## config.mk

```make
export PLATFORM = sky130hd
export DESIGN_NAME = mem_port_arbiter
export DESIGN_NICKNAME = d
export VERILOG_FILES = /design/src/rtl/mem_port_arbiter.sv
export SDC_FILE = /design/constraint.sdc
export NUM_CORES = 1
export LEC_CHECK = 0
export ABC_AREA = 0
export ABC_CLOCK_PERIOD_IN_PS = 2200
export CORE_AREA = 2 2 232 234
export CTS_BUF_LIST = sky130_fd_sc_hd__clkbuf_2 sky130_fd_sc_hd__clkbuf_4 sky130_fd_sc_hd__clkbuf_8
export DETAILED_ROUTE_END_ITERATION = 6
export DIE_AREA = 0 0 234 236
export HOLD_SLACK_MARGIN = 0.1
export PLACE_DENSITY = 0.53
export SKIP_LAST_GASP = 1
export SLEW_MARGIN = 5
export SYNTH_ARGS = -nofsm -noshare
export SYNTH_HDL_FRONTEND = slang
export SYNTH_SLANG_ARGS = --single-unit
export TNS_END_PERCENT = 5
```

## constraint.sdc

```tcl
create_clock -name clk -period 2.2 [get_ports clk]
set_input_delay 0.22 -clock clk [delete_from_list [all_inputs] [get_ports clk]]
set_output_delay 0.22 -clock clk [all_outputs]
set_load 0.05 [all_outputs]
```

## src/rtl/mem_port_arbiter.sv

```systemverilog
// Arbitrates fetch (F) and load/store (D) requests onto one single-ported memory port.
// One transaction in flight; D wins ties except when F has been passed over MAX_STREAK times.
module mem_port_arbiter #(
    parameter int DATA_WIDTH = 64,
    parameter int INST_WIDTH = 32,
    parameter int MAX_STREAK = 4
) (
    input  logic                  clk,
    input  logic                  rst,
    input  logic                  f_req_valid_i,
    output logic                  f_req_ready_o,
    input  logic [DATA_WIDTH-1:0] f_pc_i,
    output logic                  f_rsp_valid_o,
    input  logic                  f_rsp_ready_i,
    output logic [INST_WIDTH-1:0] f_rsp_inst_o,
    output logic                  f_rsp_err_o,
    input  logic                  d_req_valid_i,
    output logic                  d_req_ready_o,
    input  logic                  d_req_wr_i,
    input  logic [DATA_WIDTH-1:0] d_req_addr_i,
    input  logic [DATA_WIDTH-1:0] d_req_wdata_i,
    input  logic [2:0]            d_req_wid_i,
    output logic                  d_rsp_valid_o,
    input  logic                  d_rsp_ready_i,
    output logic [DATA_WIDTH-1:0] d_rsp_rdata_o,
    output logic                  d_rsp_err_o,
    output logic [DATA_WIDTH-1:0] mem_pc_o,
    output logic [DATA_WIDTH-1:0] mem_addr_o,
    output logic                  mem_enwr_o,
    output logic                  mem_en_o,
    output logic [DATA_WIDTH-1:0] mem_wdata_o,
    output logic [2:0]            mem_wid_o,
    input  logic [DATA_WIDTH-1:0] mem_rdata_i,
    input  logic [INST_WIDTH-1:0] mem_inst_i,
    input  logic                  mem_unalign_i,
    input  logic                  mem_illegal_i
);
    localparam int SW = $clog2(MAX_STREAK + 1);
    localparam logic [SW-1:0] STREAK_MAX = SW'(MAX_STREAK);

    // IDLE: grant decision | D_WAIT: load data arriving | D_RESP/F_RESP: holding response
    typedef enum logic [1:0] {IDLE, D_WAIT, D_RESP, F_RESP} state_t;

    state_t                state, state_nxt;
    logic [SW-1:0]         streak, streak_nxt;
    logic                  grant_d, grant_f, acc_d, acc_f;
    logic [DATA_WIDTH-1:0] last_pc, d_rdata_q;
    logic [INST_WIDTH-1:0] f_inst_q;
    logic                  d_err_q, f_err_q;
    logic [2:0]            ld_wid_q;

    function automatic logic [DATA_WIDTH-1:0] extend(input logic [DATA_WIDTH-1:0] v,
                                                     input logic [2:0] wid);
        logic [DATA_WIDTH-1:0] r;
        case (wid)
            3'b000:  r = {{(DATA_WIDTH-8){v[7]}}, v[7:0]};
            3'b001:  r = {{(DATA_WIDTH-16){v[15]}}, v[15:0]};
            3'b010:  r = {{(DATA_WIDTH-32){v[31]}}, v[31:0]};
            3'b011:  r = v;
            3'b100:  r = {{(DATA_WIDTH-8){1'b0}}, v[7:0]};
            3'b101:  r = {{(DATA_WIDTH-16){1'b0}}, v[15:0]};
            3'b110:  r = {{(DATA_WIDTH-32){1'b0}}, v[31:0]};
            default: r = '0;
        endcase
        return r;
    endfunction

    assign grant_d = d_req_valid_i && !(f_req_valid_i && streak == STREAK_MAX);
    assign grant_f = f_req_valid_i && !grant_d;
    assign acc_d   = !rst && state == IDLE && grant_d;
    assign acc_f   = !rst && state == IDLE && grant_f;

    assign d_req_ready_o = acc_d;
    assign f_req_ready_o = acc_f;
    assign d_rsp_valid_o = state == D_RESP;
    assign f_rsp_valid_o = state == F_RESP;
    assign d_rsp_rdata_o = d_rdata_q;
    assign d_rsp_err_o   = d_err_q;
    assign f_rsp_inst_o  = f_inst_q;
    assign f_rsp_err_o   = f_err_q;

    always_comb begin
        mem_pc_o    = last_pc;
        mem_addr_o  = '0;
        mem_enwr_o  = 1'b1;
        mem_en_o    = 1'b0;
        mem_wdata_o = '0;
        mem_wid_o   = '0;
        if (acc_f) begin
            mem_pc_o = f_pc_i;
        end
        if (acc_d) begin
            mem_en_o   = 1'b1;
            mem_enwr_o = !d_req_wr_i;
            mem_addr_o = d_req_addr_i;
            mem_wid_o  = d_req_wid_i;
            if (d_req_wr_i) begin
                mem_wdata_o = d_req_wdata_i;
            end
        end
    end

    always_comb begin
        state_nxt  = state;
        streak_nxt = streak;
        case (state)
            IDLE: begin
                if (!f_req_valid_i || acc_f) begin
                    streak_nxt = '0;
                end else if (acc_d && streak != STREAK_MAX) begin
                    streak_nxt = streak + SW'(1);
                end
                if (acc_d) begin
                    state_nxt = d_req_wr_i ? D_RESP : D_WAIT;
                end else if (acc_f) begin
                    state_nxt = F_RESP;
                end
            end
            D_WAIT:  state_nxt = D_RESP;
            D_RESP:  if (d_rsp_ready_i) state_nxt = IDLE;
            F_RESP:  if (f_rsp_ready_i) state_nxt = IDLE;
            default: state_nxt = IDLE;
        endcase
    end

    always_ff @(posedge clk) begin
        if (rst) begin
            state     <= IDLE;
            streak    <= '0;
            last_pc   <= '0;
            d_rdata_q <= '0;
            d_err_q   <= 1'b0;
            f_inst_q  <= '0;
            f_err_q   <= 1'b0;
            ld_wid_q  <= '0;
        end else begin
            state  <= state_nxt;
            streak <= streak_nxt;
            if (acc_f) begin
                last_pc  <= f_pc_i;
                f_err_q  <= mem_illegal_i;
                f_inst_q <= mem_illegal_i ? '0 : mem_inst_i;
            end
            if (acc_d) begin
                ld_wid_q  <= d_req_wid_i;
                d_err_q   <= mem_unalign_i || (d_req_wid_i == 3'b111);
                d_rdata_q <= '0;
            end
            // the flag is also sampled with the data in case the memory registers it
            if (state == D_WAIT) begin
                d_err_q   <= d_err_q || mem_unalign_i;
                d_rdata_q <= (d_err_q || mem_unalign_i) ? '0 : extend(mem_rdata_i, ld_wid_q);
            end
        end
    end
endmodule
```

After elaboration in Yosys (flattened, before gate mapping)
Index checks and enable logic that the tools add are counted.

Flip-flop bits (word level): 170. Input bits: 300. Output and inout bits: 299. Word-level logic and storage cells: 67.

$add $sub $neg: 1. Eq/ne operators: 15. Multiplexer cells: 22. Reductions and logical operators: 21.

Operators by type and width (count): 2-to-1 mux 64 bit (7); one-hot mux 64 bit (7 select lines) (1); 2-to-1 mux 32 bit (1); == test 3 bit, second input constant (5); 2-to-1 mux 2 bit (5); 2-to-1 mux 3 bit (3); one-hot mux 2 bit (4 select lines) (1); logical AND 1 bit (7); == test 3 x 2 -> 1 bit, second input constant (2); != test 3 bit, second input constant (2); logical NOT 1 bit (5); == test 2 bit, second input constant (2); 2-to-1 mux 1 bit (4); != test 2 x 1 -> 1 bit, second input constant (2); nonzero test 2 bit (2); adder 3 x 1 -> 3 bit, second input constant (1); == test 3 x 1 -> 1 bit, second input constant (1); logical NOT 3 bit (1); logical OR 1 bit (3); AND reduction 3 bit (1); == test 2 x 1 -> 1 bit, second input constant (1); logical NOT 2 bit (1); AND reduction 2 bit (1).

Logic depth before layout (Yosys ltp)
Gate-level depths: netlist (run 1).

Depth in word-level cells: 10. Mapped depth: 8.

Least setup slack after synthesis (run 1)
No wires, ideal clock.

Kind: reg-to-output. From: register streak[0]. To: output port mem_addr_o[54]. Arrival: 2.227 ns. Required time: 1.980 ns. Path slack: -0.247 ns. Stages on the path, launching flop included: 7. Buffers on the path: 1. Cell sequence: dfxtp_1 inv_1 ha_1 and3_1 nor3_2 clkbuf_1 and2_1.

Longest elaborated chain between the ends: 6.

RTL lines: start: declaration (RTL line 45) `logic [SW-1:0] streak, streak_nxt;`; start signal: assignment (RTL line 138) `streak <= streak_nxt;`; == test 3 bit (RTL line 68) `assign grant_d = d_req_valid_i && !(f_req_valid_i && streak == STREAK_MAX);`; logical AND 1 bit (RTL line 68); logical NOT 1 bit (RTL line 68); logical AND 1 bit (RTL line 68); logical AND 1 bit (RTL line 70) `assign acc_d = !rst && state == IDLE && grant_d;`; net d_req_ready_o (RTL line 18) `output logic d_req_ready_o,`; 2-to-1 mux 64 bit (RTL line 92) `if (acc_d) begin`; end: declaration (RTL line 28) `output logic [DATA_WIDTH-1:0] mem_addr_o,`.

The timed path passes the listed nets, and every way through them passes these cells.

Worst setup path after layout (run 1)
From: register streak[0]. To: output port mem_pc_o[45].

Longest elaborated chain between the ends: 8.

RTL lines: == test 3 bit (RTL line 68); logical AND 1 bit (RTL line 68); logical NOT 1 bit (RTL line 68); logical AND 1 bit (RTL line 68); logical NOT 1 bit (RTL line 69) `assign grant_f = f_req_valid_i && !grant_d;`; logical AND 1 bit (RTL line 69); logical AND 1 bit (RTL line 71) `assign acc_f = !rst && state == IDLE && grant_f;`; 2-to-1 mux 64 bit; end: declaration (RTL line 27) `output logic [DATA_WIDTH-1:0] mem_pc_o,`.

No other way between the ends.

==> results.yml, run 1 <==
status:
  status: "finished, violations left"
  violations: "setup timing"
die:
  start_util: 0.168
  die_y_um: 236
  dieWidth_um: 234
  dieArea_mm2: 0.0552
  rows: 85
  core-area_mm2: 0.0531
  io_pins: 599
sta:
  hold_violations: 0
  hold_ws_ns: 0.240
  worst_slack_ns: -0.515
  report.final.slew_viol_count: 0
  worstMarginPinSlew_ns: 0.970
  fin_skew_ns: 0.0228
  relSlewSlack: 0.353
  max_freq_ghz: 0.368
  final.period_utilization: 1.23
  fin_crit_ns: 2.72
  setup_viol: 199
  rsz0062_at_grt: "yes"
clocking:
  clk-insertion-delay-late_ns: 0.55
  cts_tree: "done"
  clock-root-buffer: "clkbuf_8"
  path_clk_slew_ns: 0.11
  htreeDepth: 4
  cts_buffer_depth: 2
  clkSinkCount: 170
  numCtsBuffers: 17
critical_path:
  reg2regPathDepth: 7
  required_ns: 1.98
  arrival_ns: 2.50
  start_kind: "flop"
  r2r-end: "ld_wid_q[2]"
  endpoint_kind: "primary output"
  reg2reg_slack_ns: 0.13
  cp_max_fo: 6
  reg2reg_from: "state[0]"
  path_class: "flop to primary output"
logic_synthesis:
  synthSimpleGateAreaFrac: 0.233
  synth_cell_types: 49
  synth.area.mux_share: 0.0820
  syn-num-nets: 1344
  synth_cells: 1042
  synthFlopType: "dfxtp_1"
  ys_seq_area_frac: 0.381
  ys_async_sr_fraction: 0
  synth_area_leader_cell: "dfxtp_1"
  synth_compound_area_frac: 0.226
  synth_top_family_by_area: "simple AND/OR/NAND/NOR gates"
  synth-seq-cells: 170
  yosysTopAreaCellShare: 0.381
  post_synth_fa_ha_maj_area_fraction: 0.00280
  syn_avg_cell_area_um2: 8.57
  ys_warn_count: 0
  synth_area_mm2: 0.00893
  ys_top_cells_by_area: "dfxtp_1, and2_1, mux2_1, o21ai_0, a21oi_1"
  synth_edf_count: 0
  synthXorXnorAreaFrac: 0.000981
  synth_commonest_cells: "dfxtp_1, and2_1, o21ai_0"
  synth.most_common_cell: "dfxtp_1"
grt:
  grt_usage: 0.157
  grtUsageMet1: 0.206
  grt_pass1_wl_um: 65500
  antenna_found_initial: 2
  use_met3: 0.0388
  grt_max_degree: 103
  met2_usage: 0.250
  grt_pass1_vias: 10300
  grt_busiest_layer: "met2"
  overflow: 0
min_path:
  hold_class: "input port to flop"
  whs_endpoint: "f_rsp_inst_o[7]"
  whs_path_depth: 3
  min_from: "mem_inst_i[7]"
route:
  drc: 0
  drtIter0Drc: 549
  vias_per_cell: 4.45
  num_vias: 10400
  drtPass1Iterations: 5
  routed_wl_um: 46100
  antenna_left: 0
  wire_per_inst_um: 19.8
run:
  drv_cap: 0
layout:
  register_area_mm2: 0.00341
  syn_to_final_growth_pct: 107
  layout-drive-gt1-share: 0.272
  multi_input_area_mm2: 0.00521
  final_cells: 2332
  layout.nets: 1924
  design_area_mm2: 0.0185
  fillers: 5320
placed_design:
  place_congestion: 0.903
  place_inst: 2274
  place_area_mm2: 0.0171
  dp_hpwl_um: 33100
  placement.io_buffers: 598
power:
  power_mw: 9.64
  p_leak_nw: 6.84
  ir_drop_mv: 0.290
  power.density_mw_per_mm2: 522
layout by cell type (no fill, tap or decap), drive strengths merged, types with 2 or more instances in the layout:
| cell | n |
|---|---|
| clkdlybuf4s50 | 396 |
| or3b | 2 |
| nor3b | 2 |
| a22o | 24 |
| ha | 2 |
| clkinv | 5 |
| a211oi | 42 |
| nand4 | 17 |
| inv | 43 |
| clkbuf | 28 |
| nand3b | 31 |
| dlygate4sd3 | 6 |
| o32ai | 32 |
| o21bai | 2 |
| buf | 273 |
| dfxtp | 170 |
| bufinv | 2 |
| nand4bb | 2 |
| nand2 | 2 |
| and3b | 9 |
| mux2 | 65 |
| o2bb2ai | 8 |
| o31ai | 2 |
| nor2b | 2 |
| and2 | 133 |
| o21ai | 104 |
| nor4b | 4 |
| a21oi | 103 |
| nand4b | 33 |
| nor2 | 2 |
| and3 | 3 |
| nand3 | 71 |
worst max-delay path by stage:
stage,from,to,slack (ns),cells past startpoint
floorplan,streak[0],mem_pc_o[54],-0.07,7
global placement,f_req_valid_i,mem_pc_o[20],-0.27,7
detailed placement,f_req_valid_i,mem_pc_o[29],-0.34,7
CTS,state[1],mem_addr_o[15],-0.61,8
global route,streak[0],mem_pc_o[11],-0.64,9
finish,streak[0],mem_pc_o[45],-0.52,9
cell type report:
class / instances / share of cell area
Tap cell: 696 / 0.0471
Clock buffer: 19 / 0.0138
Sequential cell: 170 / 0.185
Inverter: 38 / 0.00771
Antenna cell: 1 / 0.000135
Clock inverter: 13 / 0.00853
Multi-Input combinational cell: 711 / 0.282
Timing Repair Buffer: 684 / 0.457
sequential cells by signal (all words and copies together), names as in the netlist:
signal and flops:
last_pc 64, d_rsp_err_o 1, ld_wid_q 3, streak 3, state 2, d_rsp_rdata_o 64
f_rsp_err_o 1, f_rsp_inst_o 32
timing repair:
action,in CTS,in global routing
hold buffers,6,0
gates cloned,3,10
pin swaps,2,11
setup buffers,2,4
endpoints found under the hold margin,6,0
gates resized for setup,67,109
setup endpoints to repair,199,212
metrics by stage:
stage	utilization	setup slack [ns]	setup TNS [ns]
2_1_floorplan	-	-0.0688	-1.20
3_3_place_gp	0.323	-0.271	-38.42
3_5_place_dp	0.323	-0.335	-43.62
4_1_cts	0.337	-0.612	-114.38
5_1_grt	0.348	-0.639	-118.26
6_report	0.348	-0.515	-90.40
power breakdown:
part	switching [mW]	total [mW]	internal, mW
Sequential	0.0919	3.30	3.21
Combinational	2.08	3.88	1.80
Clock	1.38	2.46	1.08
cell families after synthesis:
kind of cell / Yosys count
AO/OA/AOI/OAI: 326
AND/OR/NAND/NOR: 317
flip-flops: 170
buffers and inverters: 161
multiplexers: 65
adder cells (fa/ha/maj): 2
XOR/XNOR: 1
worst max-delay path, cell delays in order (launching register included):
cell and delay, ns:
dfxtp_2 0.34, inv_1 0.11, ha_4 0.17, nand3_2 0.11, a211oi_4 0.26, buf_6 0.15
clkbuf_16 0.17, clkbuf_16 0.17, mux2_4 0.32, buf_8 0.15
per-layer routing:
metal	vias up	share of wire
met5	-	0.00035
met1	4978	0.44
li1	4939	-
met2	399	0.47
met4	2	0.020
met3	49	0.068
No activity file was read; power rests on OpenSTA's default activity.
==> run 2: changes to the inputs <==
Settings changed: RECOVER_POWER from default to 50.
==> results of run 2 <==
The final DEF is identical to that of run 1; final timing and power are the same.
==> run 3: changes to the inputs <==
Settings changed: ABC_CLOCK_PERIOD_IN_PS 2200 to 2300, CORE_AREA 2 2 232 234 to 2 2 235 237, DIE_AREA 0 0 234 236 to 0 0 237 239, PLACE_DENSITY 0.53 to 0.54.
Clock period 2.2 ns to 2.3 ns, I/O delays scaled along.
==> results.yml, run 3 (same netlist as run 1, synthesis figures left out) <==
sta:
  final.period_utilization: 1.14
  fin_crit_ns: 2.63
  rsz0062_at_grt: "yes"
  max_freq_ghz: 0.380
  relSlewSlack: 0.384
  setup_viol: 199
  report.final.slew_viol_count: 0
  fin_skew_ns: 0.0155
  hold_violations: 0
  worst_slack_ns: -0.332
  worstMarginPinSlew_ns: 0.924
grt:
  met2_usage: 0.235
  grt_max_degree: 98
  grtUsageMet1: 0.190
  antenna_found_initial: 5
  overflow: 0
  use_met3: 0.0486
  grt_pass1_wl_um: 64200
  grt_usage: 0.148
  grt_pass1_vias: 9989
  grt_busiest_layer: "met2"
layout:
  layout-drive-gt1-share: 0.210
  design_area_mm2: 0.0177
  layout_commonest_cell: "clkdlybuf4s50_1"
  syn_to_final_growth_pct: 98.3
  layout.nets: 1893
  final_util: 0.326
  final_cell_mix: "clkdlybuf4s50_1, dfxtp_1, buf_12"
  diodes: 0
die:
  dieArea_mm2: 0.0566
  die_y_um: 239
  io_pins: 599
  dieWidth_um: 237
  start_util: 0.164
  core-area_mm2: 0.0543
  rows: 86
critical_path:
  path_class: "flop to primary output"
  slowest_delay_ns: 0.41
  cp_max_fo: 23
  crit_path_top_delay_cell: "or3b_4"
  critical_path.cell_chain: "or3b_4, a211oi_4, buf_6, buf_12, mux2_1, buf_4"
  start_kind: "flop"
  required_ns: 2.07
  endpoint_kind: "primary output"
  arrival_ns: 2.40
  reg2reg_slack_ns: 0.31
clocking:
  path_clk_slew_ns: 0.11
  clk-insertion-delay-late_ns: 0.55
  cts_tree: "done"
  clkSinkCount: 170
  htreeDepth: 4
  cts_buffer_depth: 2
  clock-root-buffer: "clkbuf_8"
  numCtsBuffers: 17
run:
  drv_cap: 0
route:
  routed_wl_um: 44000
  num_vias: 10100
  drtIter0Drc: 525
  wire_per_inst_um: 19.1
  drtPass1Iterations: 5
  drc: 0
  vias_per_cell: 4.39
  antenna_left: 0
placed_design:
  placement.io_buffers: 598
  dp_hpwl_um: 32100
  place_area_mm2: 0.0170
  place_congestion: 0.921
status:
  violations: "setup timing"
  status: "finished, violations left"
power:
  ir_drop_mv: 0.389
  p_leak_nw: 6.45
  power.density_mw_per_mm2: 500
  power_mw: 8.86
min_path:
  hold_class: "input port to flop"
[run 3: cell types whose count changed in the layout (fill, tap and decap cells not counted), sizes merged]
cell / previous run / this run
buf: 273 / 253
clkbuf: 28 / 21
dlygate4sd3: 6 / 1
inv: 43 / 46
bufinv: 2 / 1
clkinv: 5 / 4
diode: 1 / 0
[run 3: final cells by class]
type | instances | area [µm²]
fill | 5501 | 36600
timing repair buffer | 653 | 7890
multi-input combinational | 711 | 4980
sequential | 170 | 3410
tap | 704 | 881
clock buffer | 18 | 241
clock inverter | 14 | 159
inverter | 38 | 143
[run 3: timing repair]
action / in CTS / in global routing
setup endpoints to repair: 199 / 199
setup buffers: 4 / 1
pin swaps: 2 / 3
endpoints found under the hold margin: 4 / 0
hold buffers: 1 / 0
cloned: 2 / 2
gates resized for setup: 34 / 23
[run 3: worst max-delay path: cells and delay by family, from the launching register on]
family,cells,cell delay [ns]
DFF,1,0.34
AOI/OAI and AO/OA,1,0.21
buffers and inverters,3,0.53
muxes,1,0.36
and+or+nand+nor,1,0.41
[run 3: path summary, 6_finish.rpt]
| kind | startpoint | end | depth (start not counted) |
|---|---|---|---|
| worst max-delay path | state[0] | mem_pc_o[55] | 6 |
| worst min-delay path | mem_inst_i[20] | f_rsp_inst_o[20] | 3 |
| worst max register to register | streak[1] | d_rsp_rdata_o[17] | 6 |
| worst min register to register | d_rsp_rdata_o[13] | d_rsp_rdata_o[13] | 1 |
[run 3: where the power goes]
| part | switching [mW] | internal, mW |
|---|---|---|
| Clock | 1.35 | 0.916 |
| Sequential | 0.0808 | 3.07 |
| Combinational | 1.93 | 1.51 |
[run 3: metal layers]
metal	share of wire	vias to the layer above
li1	-	4886
met1	0.43	4789
met2	0.48	399
met3	0.077	52
met4	0.017	8
met5	0.0011	-
[run 3: through the flow]
step / setup TNS, ns / worst slack, ns / hold slack [ns] / cells
4_1_cts: -78.04 / -0.507 / 0.160 / 2307
2_1_floorplan: 0 / 0.0212 / 0.355 / 1042
3_3_place_gp: -16.24 / -0.252 / 0.445 / 2268
6_report: -50.66 / -0.332 / 0.243 / 2308
5_1_grt: -78.86 / -0.456 / 0.205 / 2308
3_5_place_dp: -18.85 / -0.272 / 0.447 / 2268
